`src/rtl/mrd_bank_sched.sv`:
```
// N-bank frame scheduler for the mixed-radix DFT.
// Fills free banks round-robin from the sink stream, hands filled banks to the single
// engine in order, then drains computed banks to the source in the same order.
module mrd_bank_sched #(
    parameter int unsigned NUM_BANKS = 2,
    parameter int unsigned PTS_W     = 12,
    parameter int unsigned MAX_PTS   = 1200,
    localparam int unsigned BANK_W   = (NUM_BANKS > 1) ? $clog2(NUM_BANKS) : 1,
    localparam int unsigned ADDR_W   = $clog2(MAX_PTS)
) (
    input  logic              clk,
    input  logic              rst,
    input  logic              sink_valid,
    output logic              sink_ready,
    input  logic              sink_sop,
    input  logic              sink_eop,
    input  logic [PTS_W-1:0]  sink_dftpts,
    input  logic              sink_inverse,
    output logic              wr_en,
    output logic [BANK_W-1:0] wr_bank,
    output logic [ADDR_W-1:0] wr_addr,
    output logic              comp_start,
    output logic [BANK_W-1:0] comp_bank,
    output logic [PTS_W-1:0]  comp_dftpts,
    output logic              comp_inverse,
    input  logic              comp_done,
    output logic              out_start,
    output logic [BANK_W-1:0] out_bank,
    output logic [PTS_W-1:0]  out_dftpts,
    input  logic              out_done,
    output logic              err_len,
    output logic              err_frame,
    output logic              busy
);

    typedef enum logic [2:0] {BkFree, BkFill, BkReady, BkComp, BkDone, BkDrain} bank_st_e;
    typedef enum logic {EngIdle, EngRun} eng_st_e;
    typedef enum logic {DrnIdle, DrnRun} drn_st_e;

    localparam logic [BANK_W-1:0] LastBank = BANK_W'(NUM_BANKS - 1);
    localparam logic [ADDR_W-1:0] LastAddr = ADDR_W'(MAX_PTS - 1);

    bank_st_e          bank_st_q [NUM_BANKS];
    bank_st_e          bank_st_d [NUM_BANKS];
    logic [PTS_W-1:0]  pts_q     [NUM_BANKS];
    logic [PTS_W-1:0]  pts_d     [NUM_BANKS];
    logic              inv_q     [NUM_BANKS];
    logic              inv_d     [NUM_BANKS];
    logic [BANK_W-1:0] wr_ptr_q, wr_ptr_d;
    logic [BANK_W-1:0] comp_ptr_q, comp_ptr_d;
    logic [BANK_W-1:0] out_ptr_q, out_ptr_d;
    logic [ADDR_W-1:0] cnt_q, cnt_d;
    // A beat has already been written at the last address of the bank.
    logic              ovf_q, ovf_d;
    // Discarding the remainder of a frame whose sop carried an illegal size.
    logic              drop_q, drop_d;
    eng_st_e           eng_q, eng_d;
    drn_st_e           drn_q, drn_d;

    bank_st_e          wr_st;
    logic              accept;
    logic              pts_legal;

    function automatic logic [BANK_W-1:0] ptr_inc(input logic [BANK_W-1:0] p);
        return (p == LastBank) ? '0 : p + BANK_W'(1);
    endfunction

    assign wr_st        = bank_st_q[wr_ptr_q];
    assign sink_ready   = (wr_st == BkFree) || (wr_st == BkFill);
    assign accept       = sink_valid & sink_ready;
    assign pts_legal    = (sink_dftpts != '0) && (32'(sink_dftpts) <= MAX_PTS);
    assign wr_bank      = wr_ptr_q;
    assign comp_bank    = comp_ptr_q;
    assign comp_dftpts  = pts_q[comp_ptr_q];
    assign comp_inverse = inv_q[comp_ptr_q];
    assign out_bank     = out_ptr_q;
    assign out_dftpts   = pts_q[out_ptr_q];

    // Next-state for banks, pointers and both FSMs; the three agents touch distinct banks.
    always_comb begin
        bank_st_d  = bank_st_q;
        pts_d      = pts_q;
        inv_d      = inv_q;
        wr_ptr_d   = wr_ptr_q;
        comp_ptr_d = comp_ptr_q;
        out_ptr_d  = out_ptr_q;
        cnt_d      = cnt_q;
        ovf_d      = ovf_q;
        drop_d     = drop_q;
        eng_d      = eng_q;
        drn_d      = drn_q;
        wr_en      = 1'b0;
        wr_addr    = '0;
        err_len    = 1'b0;
        err_frame  = 1'b0;
        comp_start = 1'b0;
        out_start  = 1'b0;

        // Write side
        if (accept) begin
            if (sink_sop) begin
                if (pts_legal) begin
                    wr_en            = 1'b1;
                    err_frame        = (wr_st == BkFill);
                    pts_d[wr_ptr_q]  = sink_dftpts;
                    inv_d[wr_ptr_q]  = sink_inverse;
                    cnt_d            = ADDR_W'(1);
                    ovf_d            = 1'b0;
                    drop_d           = 1'b0;
                    if (sink_eop) begin
                        bank_st_d[wr_ptr_q] = BkReady;
                        wr_ptr_d            = ptr_inc(wr_ptr_q);
                        err_len             = (sink_dftpts != PTS_W'(1));
                    end else begin
                        bank_st_d[wr_ptr_q] = BkFill;
                    end
                end else begin
                    // Abandon any open frame and swallow beats up to its eop.
                    err_frame           = 1'b1;
                    bank_st_d[wr_ptr_q] = BkFree;
                    drop_d              = ~sink_eop;
                end
            end else if (wr_st == BkFill) begin
                wr_en   = 1'b1;
                wr_addr = cnt_q;
                if (cnt_q == LastAddr) begin
                    ovf_d = 1'b1;
                end else begin
                    cnt_d = cnt_q + ADDR_W'(1);
                end
                if (sink_eop) begin
                    bank_st_d[wr_ptr_q] = BkReady;
                    wr_ptr_d            = ptr_inc(wr_ptr_q);
                    err_len = ovf_q || ((32'(cnt_q) + 32'd1) != 32'(pts_q[wr_ptr_q]));
                end
            end else if (drop_q) begin
                if (sink_eop) begin
                    drop_d = 1'b0;
                end
            end else begin
                err_frame = 1'b1;
            end
        end

        // Engine side; comp_done while idle is ignored
        unique case (eng_q)
            EngIdle: begin
                if (bank_st_q[comp_ptr_q] == BkReady) begin
                    comp_start            = 1'b1;
                    bank_st_d[comp_ptr_q] = BkComp;
                    eng_d                 = EngRun;
                end
            end
            EngRun: begin
                if (comp_done) begin
                    bank_st_d[comp_ptr_q] = BkDone;
                    comp_ptr_d            = ptr_inc(comp_ptr_q);
                    eng_d                 = EngIdle;
                end
            end
        endcase

        // Drain side
        unique case (drn_q)
            DrnIdle: begin
                if (bank_st_q[out_ptr_q] == BkDone) begin
                    out_start            = 1'b1;
                    bank_st_d[out_ptr_q] = BkDrain;
                    drn_d                = DrnRun;
                end
            end
            DrnRun: begin
                if (out_done) begin
                    bank_st_d[out_ptr_q] = BkFree;
                    out_ptr_d            = ptr_inc(out_ptr_q);
                    drn_d                = DrnIdle;
                end
            end
        endcase
    end

    // Busy whenever any bank holds or is collecting a frame.
    always_comb begin
        busy = 1'b0;
        for (int i = 0; i < NUM_BANKS; i++) begin
            if (bank_st_q[i] != BkFree) begin
                busy = 1'b1;
            end
        end
    end

    // State registers; reset discards everything including partial frames.
    always_ff @(posedge clk or posedge rst) begin
        if (rst) begin
            for (int i = 0; i < NUM_BANKS; i++) begin
                bank_st_q[i] <= BkFree;
                pts_q[i]     <= '0;
                inv_q[i]     <= 1'b0;
            end
            wr_ptr_q   <= '0;
            comp_ptr_q <= '0;
            out_ptr_q  <= '0;
            cnt_q      <= '0;
            ovf_q      <= 1'b0;
            drop_q     <= 1'b0;
            eng_q      <= EngIdle;
            drn_q      <= DrnIdle;
        end else begin
            bank_st_q  <= bank_st_d;
            pts_q      <= pts_d;
            inv_q      <= inv_d;
            wr_ptr_q   <= wr_ptr_d;
            comp_ptr_q <= comp_ptr_d;
            out_ptr_q  <= out_ptr_d;
            cnt_q      <= cnt_d;
            ovf_q      <= ovf_d;
            drop_q     <= drop_d;
            eng_q      <= eng_d;
            drn_q      <= drn_d;
        end
    end

endmodule

```
`config.mk`:
```
export PLATFORM = sky130hd
export DESIGN_NAME = mrd_bank_sched
export DESIGN_NICKNAME = d
export VERILOG_FILES = /design/src/rtl/mrd_bank_sched.sv
export SDC_FILE = /design/constraint.sdc
export NUM_CORES = 1
export LEC_CHECK = 0
export ABC_AREA = 1
export CORE_MARGIN = 2
export CORE_UTILIZATION = 57
export CTS_BUF_LIST = sky130_fd_sc_hd__clkbuf_16
export DETAILED_ROUTE_END_ITERATION = 10
export PLACE_DENSITY = 0.86
export SLEW_MARGIN = 10
export SYNTH_ARGS = -nofsm -noshare
export SYNTH_HDL_FRONTEND = slang
export SYNTH_SLANG_ARGS = --single-unit
export TNS_END_PERCENT = 30
```
`constraint.sdc`:
```
create_clock -name clk -period 4.14 [get_ports clk]
set_input_delay 1.035 -clock clk [delete_from_list [all_inputs] [get_ports clk]]
set_output_delay 1.035 -clock clk [all_outputs]
set_load 0.01 [all_outputs]
```
==> After elaboration in Yosys (flattened, before gate mapping) <==
Cells that the tools add are included.
{ "word_totals": {"wordCells": 173, "output_inout_bits": 46, "reg_bits": 50, "inputBits": 20} }
{ "classes": {"bitwise_logic": 26, "reduce_logical": 19, "mux": 93, "eq_ne": 9, "magnitude_cmp": 7, "addsub": 5} }
{ "ops": {"columns": ["operator", "count"], "rows": [
  ["12-bit two-way mux", 10],
  ["11-bit two-way mux", 7],
  ["6-bit two-way mux", 10],
  ["1-bit two-way mux", 43],
  ["3-bit two-way mux", 12],
  ["24-bit bitwise mux", 1],
  ["6-bit one-hot mux with 2 select lines", 2],
  ["11-bit by 1-bit adder with 12-bit output (second input constant)", 1],
  ["4-bit AND", 3],
  ["6-bit AND", 2],
  ["12-bit demux with 1-bit select", 1],
  ["12-bit by 11-bit <= comparator with 1-bit output (second input constant)", 1],
  ["12-bit by 1-bit inequality test with 1-bit output (second input constant)", 1],
  ["12-bit inequality test", 1],
  ["4-bit inverter", 3],
  ["6-bit inverter", 2],
  ["12-bit nonzero test", 1],
  ["11-bit by 1-bit adder with 11-bit output (second input constant)", 1],
  ["11-bit equality test (second input constant)", 1],
  ["3-bit demux with 1-bit select", 3],
  ["4-bit bitwise OR", 2],
  ["4-bit AND reduction", 2],
  ["2-bit greater-or-equal comparator (second input constant)", 3],
  ["2-bit by 1-bit < comparator with 1-bit output (second input constant)", 3],
  ["other kinds (22)", 43]
]} }

==> Logic depth before layout (Yosys ltp) <==
Gate-level depths: netlist of run 1.
{ "depth": {"word_depth": 17, "mapped_depth": 15, "mapped_depth_nobuf": 14} }

==> Worst setup path before layout of run 1 <==
Ideal clock, no wire load.
{ "synth_path": {"kind": "input-to-output", "start": "input port sink_dftpts[0]", "end": "output port err_len", "slack_ps": 1091, "stages": 7, "arrival_ps": 2014, "path_cell_list": "nor4_2 > nand2_1 > nand2_2 > nand2_2 > nor2_2 > nand2_1 > a21oi_1"} }
{ "synth_between": {"elab_chain_len": 5, "elab_cells_between_ends": 8} }
{ "synth_lines": {"columns": ["item", "line_no", "rtl"], "rows": [
  ["start, declared", "17", "input logic [PTS_W-1:0] sink_dftpts,"],
  ["12-bit by 11-bit <= comparator with 1-bit output (tied with other cells)", "71", "assign pts_legal = (sink_dftpts != '0) && (32'(sink_dftpts) <= MAX_PTS);"],
  ["1-bit logical AND or 1-bit two-way mux (tied branches)", "71, 110", null],
  ["1-bit two-way mux *", "102", "if (pts_legal) begin"],
  ["1-bit two-way mux *", "101", "if (sink_sop) begin"],
  ["1-bit two-way mux *", "100", "if (accept) begin"],
  ["end, declared", "31", "output logic err_len,"]
]} }
Mark *: on every way between the ends. The rest lies on a longest branch, timed or not.

==> Worst setup path after layout of run 1 <==
{ "layout_path": {"start": "input port sink_dftpts[1]", "end": "output port wr_en"} }
{ "layout_between": {"elab_chain_len": 5, "elab_cells_between_ends": 6} }
{ "layout_lines": {"columns": ["item", "line_no", "rtl"], "rows": [
  ["12-bit by 11-bit <= comparator with 1-bit output or 12-bit nonzero test (tied branches)", "71", null],
  ["1-bit logical AND *", "71", null],
  ["1-bit two-way mux *", "102", null],
  ["1-bit two-way mux *", "101", null],
  ["1-bit two-way mux *", "100", null],
  ["end, declared", "19", "output logic wr_en,"]
]} }
Marked as above.

==> results of run 1 <==
## what timing repair did
action / CTS / global route
gates resized for setup: 0 / 3
setup endpoints to repair: 0 / 3
hold endpoints to repair: 0 / 0
buffers inserted: 0 / 0
## routing by layer
layer | vias up | GRT usage | wire length (um)
met5 | - | 0 | 0
met4 | 0 | 0.0717 | 128
met3 | 16 | 0.0500 | 688
met2 | 157 | 0.472 | 4240
met1 | 1620 | 0.390 | 3900
li1 | 1775 | - | -
## path summary, 6_finish.rpt
path | depth (start not counted) | from | endpoint | slack, ns
max | 7 | sink_dftpts[1] | wr_en | 0.08
min | 2 | pts_q[23] | pts_q[23] | 0.49
max reg2reg | 9 | wr_bank | cnt_q[4] | 1.82
min reg2reg | 2 | pts_q[23] | pts_q[23] | 0.49
max in group asynchronous | 2 | rst | cnt_q[4] | 2.17
min in group asynchronous | 2 | rst | cnt_q[6] | 1.32
## per-stage QoR
| step | cells | hold slack (ns) | cell area, um^2 | setup TNS, ns |
|---|---|---|---|---|
| global route | 651 | 0.507 | 4310 | -0.0708 |
| global placement | 643 | 0.454 | 4160 | 0 |
| CTS | 651 | 0.495 | 4300 | 0 |
| finish | 651 | 0.492 | 4310 | 0 |
| detailed placement | 643 | 0.477 | 4160 | 0 |
| floorplan | 515 | 0.436 | 3480 | 0 |
## worst max-delay path, delay by kind of cell
| kind | cells | cell delay [ns] |
|---|---|---|
| buf+inv | 2 | 1.05 |
| compound gates | 1 | 0.24 |
| simple gates | 4 | 0.69 |
## logic make-up after synthesis
kind of cell | count (synthesis) | synth area share
AOI/OAI and AO/OA | 95 | 0.163
xor gates and xnor gates | 4 | 0.0101
adders and majority gates | 1 | 0.00359
buffers and inverters | 90 | 0.113
DFF | 50 | 0.359
muxes | 1 | 0.00323
and+or+nand+nor | 274 | 0.348
## cells in the mapped netlist
cell / instances / area share
nor4_1: 3 / 0.0054
clkbuf_1: 9 / 0.0097
o21ai_2: 20 / 0.050
buf_2: 3 / 0.0043
o211ai_1: 1 / 0.0022
nand2_2: 5 / 0.0090
a21boi_0: 1 / 0.0022
buf_6: 6 / 0.019
buf_4: 1 / 0.0022
nand2_1: 166 / 0.18
inv_1: 63 / 0.068
or2_2: 1 / 0.0018
mux2_2: 1 / 0.0032
nand2_4: 1 / 0.0032
o31ai_1: 1 / 0.0022
o21ai_0: 42 / 0.060
xor2_1: 4 / 0.010
o21a_1: 1 / 0.0022
nand3_1: 31 / 0.045
nor2_4: 1 / 0.0032
nor2_2: 2 / 0.0036
dfrtp_1: 50 / 0.36
a21oi_1: 8 / 0.011
nor3_1: 4 / 0.0057
nor2_8: 1 / 0.0057
a2bb2oi_1: 1 / 0.0025
nand3b_1: 5 / 0.011
ha_1: 1 / 0.0036
nor3_2: 1 / 0.0029
nor2_1: 39 / 0.042
a31oi_1: 1 / 0.0018
o21ai_1: 18 / 0.026
inv_2: 7 / 0.0075
nor4_2: 1 / 0.0036
nand3b_4: 1 / 0.0057
a211oi_1: 1 / 0.0022
nand4_1: 12 / 0.022
inv_4: 1 / 0.0018
## layout make-up
class,count,area (um^2),area share
Tap cell,75,93.8,0.0218
Inverter,71,269,0.0624
Multi-Input combinational cell,375,1840,0.428
Clock buffer,5,125,0.0290
Clock inverter,3,21.3,0.00494
Sequential cell,50,1250,0.290
Timing Repair Buffer,72,706,0.164
## flip-flops by register name, summed over array words and instances, names as in the netlist
register,flops
inv_q,2
wr_bank,1
drn_q,1
ovf_q,1
pts_q,24
bank_st_q,6
cnt_q,11
drop_q,1
eng_q,1
comp_bank,1
out_bank,1
## power by group
| group | switching (uW) | internal (uW) | total (uW) |
|---|---|---|---|
| clock | 186 | 225 | 411 |
| sequential | 211 | 674 | 885 |
| combinational | 853 | 681 | 1530 |
| total | 1250 | 1580 | 2830 |
## placed cells by master, fill, tap and decap left out, types with 2 or more instances in the layout
| cell type | instances |
|---|---|
| a21oi_1 | 8 |
| buf_4 | 7 |
| clkbuf_16 | 5 |
| clkdlybuf4s50_1 | 64 |
| dfrtp_1 | 50 |
| inv_1 | 63 |
| inv_2 | 8 |
| nand2_1 | 166 |
| nand2_2 | 5 |
| nand3_1 | 31 |
| nand3b_1 | 5 |
| nand4_1 | 12 |
| nor2_1 | 39 |
| nor2_2 | 2 |
| nor3_1 | 4 |
| nor4_1 | 3 |
| o21ai_0 | 41 |
| o21ai_1 | 18 |
| o21ai_2 | 21 |
| xor2_1 | 4 |
==> results.txt, run 1 <==
- Worst ir drop on vdd: 0.387 mV
* Routed wirelength normalized by instance count: 13.8 um
* Initial antenna violation count: 0
- After detailed routing, the number of vias per cell comes to 5.48.
- Total of warnings raised by yosys: 0
* Transition at the pin with the smallest max-transition slack: 1.07 ns
- The die is 82.2 um tall.
- Least setup slack across all paths after layout: 0.0802 ns
- Root cell of the clock tree: clkbuf_16
- In the final layout, the share of cells above drive strength 1 is 0.102.
* Number of rows in the core area: 28
- Measured against its own limit, the worst slew margin works out to 0.285.
- Maximum clock insertion buffer count: 2
- H-tree levels: 2
* Critical Path Start Type: input pin
* Number of flip-flops and latches in the synthesized netlist: 50
- CORE AREA: 5920 um^2
* Starting density of the core: 0.588
- Clock tree from TritonCTS: built
- Worst-case setup slack after placement: 0.0164 ns
- The layout has 511 filler cells.
- Count of cell types in the netlist: 38
- Remaining global-route overflow: 0
* Post-Route Skew: 0.00550 ns
* Post-route DRC: 0
- Total detailed-routing wirelength: 8960 um
* Wire length of the first global-routing pass: 14700 um
* Vias in the first global route: 3183
- Crit path largest cell delay: 0.58 ns
* Largest fanout of any net on the critical path: 4
* Count of buffers from port buffering: 65
- Largest net degree at the start of global routing: 51
- In the global route stage, overall resource usage came out at 0.285.
- For this block, the via count after detailed routing is 3568.
- TritonCTS created 5 clock buffers.
* Power density normalized to cell area: 657 nW/um^2
- Count of hold buffers inserted by post-cts repair: 0
- Number of diodes added for antenna fixing: 0
* Summed instance area of the synthesized netlist: 3480 um^2
* Number of max-slew violations in the final report: 0
* Leakage power: 0.00200 uW
- Clock latency on the worst-skew pair, taken at its later pin, is 0.29 ns.
- Endpoint kind of the worst setup timing path: primary output
- For this run, the post-layout net count is 596.
* Sum of net half-perimeters after detailed placement: 6600 um
* Final period util: 0.981
- Class of the tightest hold or removal check: flip-flop to flip-flop
* Setup repair after global routing missed its margin: yes
- Mapped Nets: 536
- The flow ran to the end, and the final reports show no timing, DRC or antenna violations.
- The floorplan step set the die width to 82.2 um.
- The congestion estimate from routability-driven global placement came to 0.925.
- Final hold vios: 0
- Detail Route Antenna Nets: 0
* Die outline area: 6750 um^2
* Initial detailed-routing violation count: 323
- On the critical path, the stage with the largest delay is an instance of clkdlybuf4s50_1.
- From synthesis to final layout, the design area changed by 23.7%.
- The first detailed-routing pass ran for 5 iterations.
* Overall Power: 2830 uW
- Dividing the synthesized area by the synthesized cell count gives 6.76 um^2.
- Required time at the worst-slack endpoint: 3.11 ns
- By startpoint and endpoint, the worst setup path is classified as input pin to primary output.
* Clock transition at the register clock pins on the worst setup and hold paths after CTS: 0.07 ns
* Number of clock sinks: 50
- Arrival time at the worst endpoint: 3.02 ns
* FMAX: 246 MHz
- Number of max-cap violations: 0
- Utilization of the core after routing: 0.728
* Total of endpoints with negative setup slack in the final report: 0
* Synthesized instance count: 515
* Final critical path time including I/O delays and setup: 4.06 ns
* Top Ports: 66
- Cells traversed along the worst timing path: clkdlybuf4s50_1, nor4_2, nand2_1, nand2_2, nand2_2, o21ai_1, clkdlybuf4s50_1
* Sequential cell area fraction in the yosys report: 0.359
No activity file was read; power rests on OpenSTA's default activity.
==> run 2, diff against run 1 <==
- CORE_MARGIN: 2 -> not set
==> run 2 against run 1 <==
Die area down 4.8%. Final cell count decreased by 0.15%. Non-clock buffer count decreased by 1. Clock skew down 0.0011 ns. Via count is 1.7% higher. Combinational power is essentially flat. Sequential power grew 4.0%. Global-route usage increased by 3.2 points. Largest cell class unchanged. Largest power group unchanged.
==> results.txt, run 2 (synthesized netlist as in run 1, its figures left out) <==
* Utilization of the core after routing: 0.735 (+0.00718)
- The register with the most flip-flops in the final layout is pts_q.
- The antenna diode instance count is 0 (unchanged).
- The reported max-cap violation count was 0 (unchanged).
- The arrival time reported for the critical path endpoint came to 2.97 ns (-0.05 ns).
- Worst reg2reg path depth: 9 (unchanged)
* Area added between synthesis and finish: 24.9%
* Final hold vios: 0 (unchanged)
- The number of flip-flops in the largest register came to 24 (unchanged).
- The number of placed instances with taps included is 642 (-0.16%).
- Reg2reg setup slack: 1.80 ns (-0.02 ns)
- Worst-Skew Late Latency: 0.29 ns (about the same)
- The tree is rooted in a clkbuf_16.
* Final cell count without fillers: 650 (-0.15%)
* Layout cell share with drive strength beyond 1: 0.0991 (-0.00330)
- The post-route setup TNS was 0 ns (unchanged).
- The worst slew margin relative to its limit was 0.290 (+0.00507).
* Die outline height: 80.2 um (-2.4%)
- TritonCTS built the clock tree.
- Overall Power: 2980 uW (+5.3%)
- The worst setup slack after placement is 0.0293 ns (+0.0129 ns).
- Sum of net half-perimeters after detailed placement: 6800 um (+3.0%)
- Final Net Count: 595 (-0.17%)
- Least setup slack across all paths after layout: 0.134 ns (+0.0533 ns)
- Number of clock sinks: 50 (unchanged)
- The setup fix buffers added after clock tree synthesis came to 0 (unchanged).
* Worst hold path depth: 2 (unchanged)
- Die outline area: 6430 um^2 (-4.8%)
- The I/O pin total came to 66 (unchanged).
- The total wire length after detailed routing was 9380 um (+4.7%).
- H-tree levels: 2 (unchanged)
* Leading cell types in the layout, fill and taps excluded: 166 x nand2_1, 63 x clkdlybuf4s50_1, 62 x inv_1
- Transition at the pin with the smallest max-transition slack: 1.06 ns (-0.00760 ns)
- In the final layout, the registers with the most flip-flops are pts_q x24, cnt_q x11, bank_st_q x6.
- The top achievable clock speed came to 250 MHz (+1.3%).
* Number of max-slew violations in the final report: 0 (unchanged)
- Maximum clock insertion buffer count: 2 (unchanged)
- The total power per unit cell area came to 685 nW/um^2 (+4.2%).
- All-Layer GR Usage: 0.317 (+0.0322)
* Endpoint of the worst hold path: pts_q[23]
* Post-Route Skew: 0.00443 ns (-0.00107 ns)
- The overflow left after global routing was 0 (unchanged).
- Initial antenna violation count: 0 (unchanged)
- Clock transition at the register clock pins on the worst setup and hold paths after CTS: 0.07 ns (about the same)
- Via-per-instance ratio: 5.58 (+1.9%)
- The number of gates given a new drive strength after cts came to 0 (unchanged).
- Number of fill cells: 484 (-5.3%)
* Critical Path Start Type: input pin
- Number of CTS-inserted buffers: 5 (unchanged)
- Final period util: 0.968 (-0.0129)
* Most common cell after layout, fill and taps aside: nand2_1
- The placer congestion estimate came to 0.919 (-0.70%).
- Initial detailed-routing violation count: 325 (+0.62%)
- The count of buffers inserted at the top-level ports came to 65 (unchanged).
* Required time at the worst-slack endpoint: 3.11 ns (about the same)
- Worst ir drop on vdd: 0.475 mV (+23%)
- The number of nets with antenna violations after routing is 0 (unchanged).
- Wire length of the first global-routing pass: 15700 um (+6.7%)
- Number of rows in the core area: 28 (unchanged)
- Class of the tightest hold or removal check: flip-flop to flip-flop
- Total of endpoints with negative setup slack in the final report: 0 (unchanged)
- Category of the critical setup timing path: input pin to primary output
- Endpoint kind of the worst setup timing path: primary output
- Leakage power: 0.00203 uW (+1.5%)
- Launch instance of the worst register-to-register path: wr_bank
- The number of remaining DRC errors was 0 (unchanged).
- Overall via count from detail_route: 3629 (+1.7%)
- Capture instance of the worst register-to-register path: cnt_q[6]
* Largest net degree at the start of global routing: 51 (unchanged)
- In this run the most critical hold path is launched from pts_q[23].
* Count of hold buffers inserted by post-cts repair: 0 (unchanged)
- The number of iterations in the first detailed-routing pass is 5 (unchanged).
- Final critical path time including I/O delays and setup: 4.01 ns (-0.0533 ns)
* Starting density of the core: 0.588 (unchanged)
- Largest fanout of any net on the critical path: 4 (unchanged)
* Run status: finished clean
- Setup repair after global routing could not meet its margin everywhere.
- The final routed wire length divided by cell count was 14.4 um (+4.9%).
* CORE AREA: 5920 um^2 (unchanged)
- The die outline width came to 80.2 um (-2.4%).
- The number of global-route vias before repair was 3370 (+5.9%).
run 2: worst max-delay path: stages:
cell and delay [ns]:
clkdlybuf4s50_1 0.49, nand4_1 0.15, o21ai_0 0.12, nor2_1 0.06, nor2_1 0.14, nand2_2 0.11
nand2_2 0.11, nor2_2 0.06, nand2_1 0.09, nand2_1 0.05, inv_1 0.04, clkdlybuf4s50_1 0.52
run 2: report_power, final:
part / internal (uW) / switching, uW / total, uW / leakage (uW)
Clock: 344 / 186 / 531 / 0.0000915
Combinational: 675 / 854 / 1530 / 0.00129
Sequential: 673 / 247 / 920 / 0.000651
Total: 1690 / 1290 / 2980 / 0.00203
run 2: final cells by class:
type                    count  area [um^2]  area share
clock buffers               5          125      0.0288
clock inverters             3         63.8      0.0147
inverters                  71          269      0.0618
multi-input cells         375         1850       0.425
flip-flops and latches     50         1250       0.288
well taps                  75         93.8      0.0216
repair buffers             71          701       0.161
run 2: worst max-delay path by stage:
stage / startpoint / endpoint / slack (ns) / cells past startpoint
after floorplan: sink_dftpts[0] / err_len / 1.09 / 7
after global placement: sink_dftpts[1] / err_len / 0.1 / 9
after detailed placement: sink_dftpts[1] / err_len / 0.03 / 9
after CTS: sink_dftpts[1] / err_len / 0.02 / 9
after global routing: sink_dftpts[6] / err_frame / -0.006 / 13
final: sink_dftpts[7] / err_frame / 0.13 / 12
run 2: routing by layer:
layer	vias to the layer above	GRT usage	wire length, um
met2	187	0.522	4470
met5	-	0	0
met3	17	0.0534	725
met1	1654	0.421	4040
met4	0	0.111	154
li1	1771	-	-
run 2: through the flow:
step	area (um^2)	hold WS, ns
global placement	4150	0.451
CTS	4340	0.470
floorplan	3480	0.436
finish	4350	0.470
global route	4350	0.502
detailed placement	4150	0.452
==> run 3, diff against run 2 <==
- CTS_CLUSTER_SIZE: not set -> 30
- GPL_TIMING_DRIVEN: not set -> 1
==> results of run 3 <==
The final DEF is identical to that of run 2; final timing and power are the same.
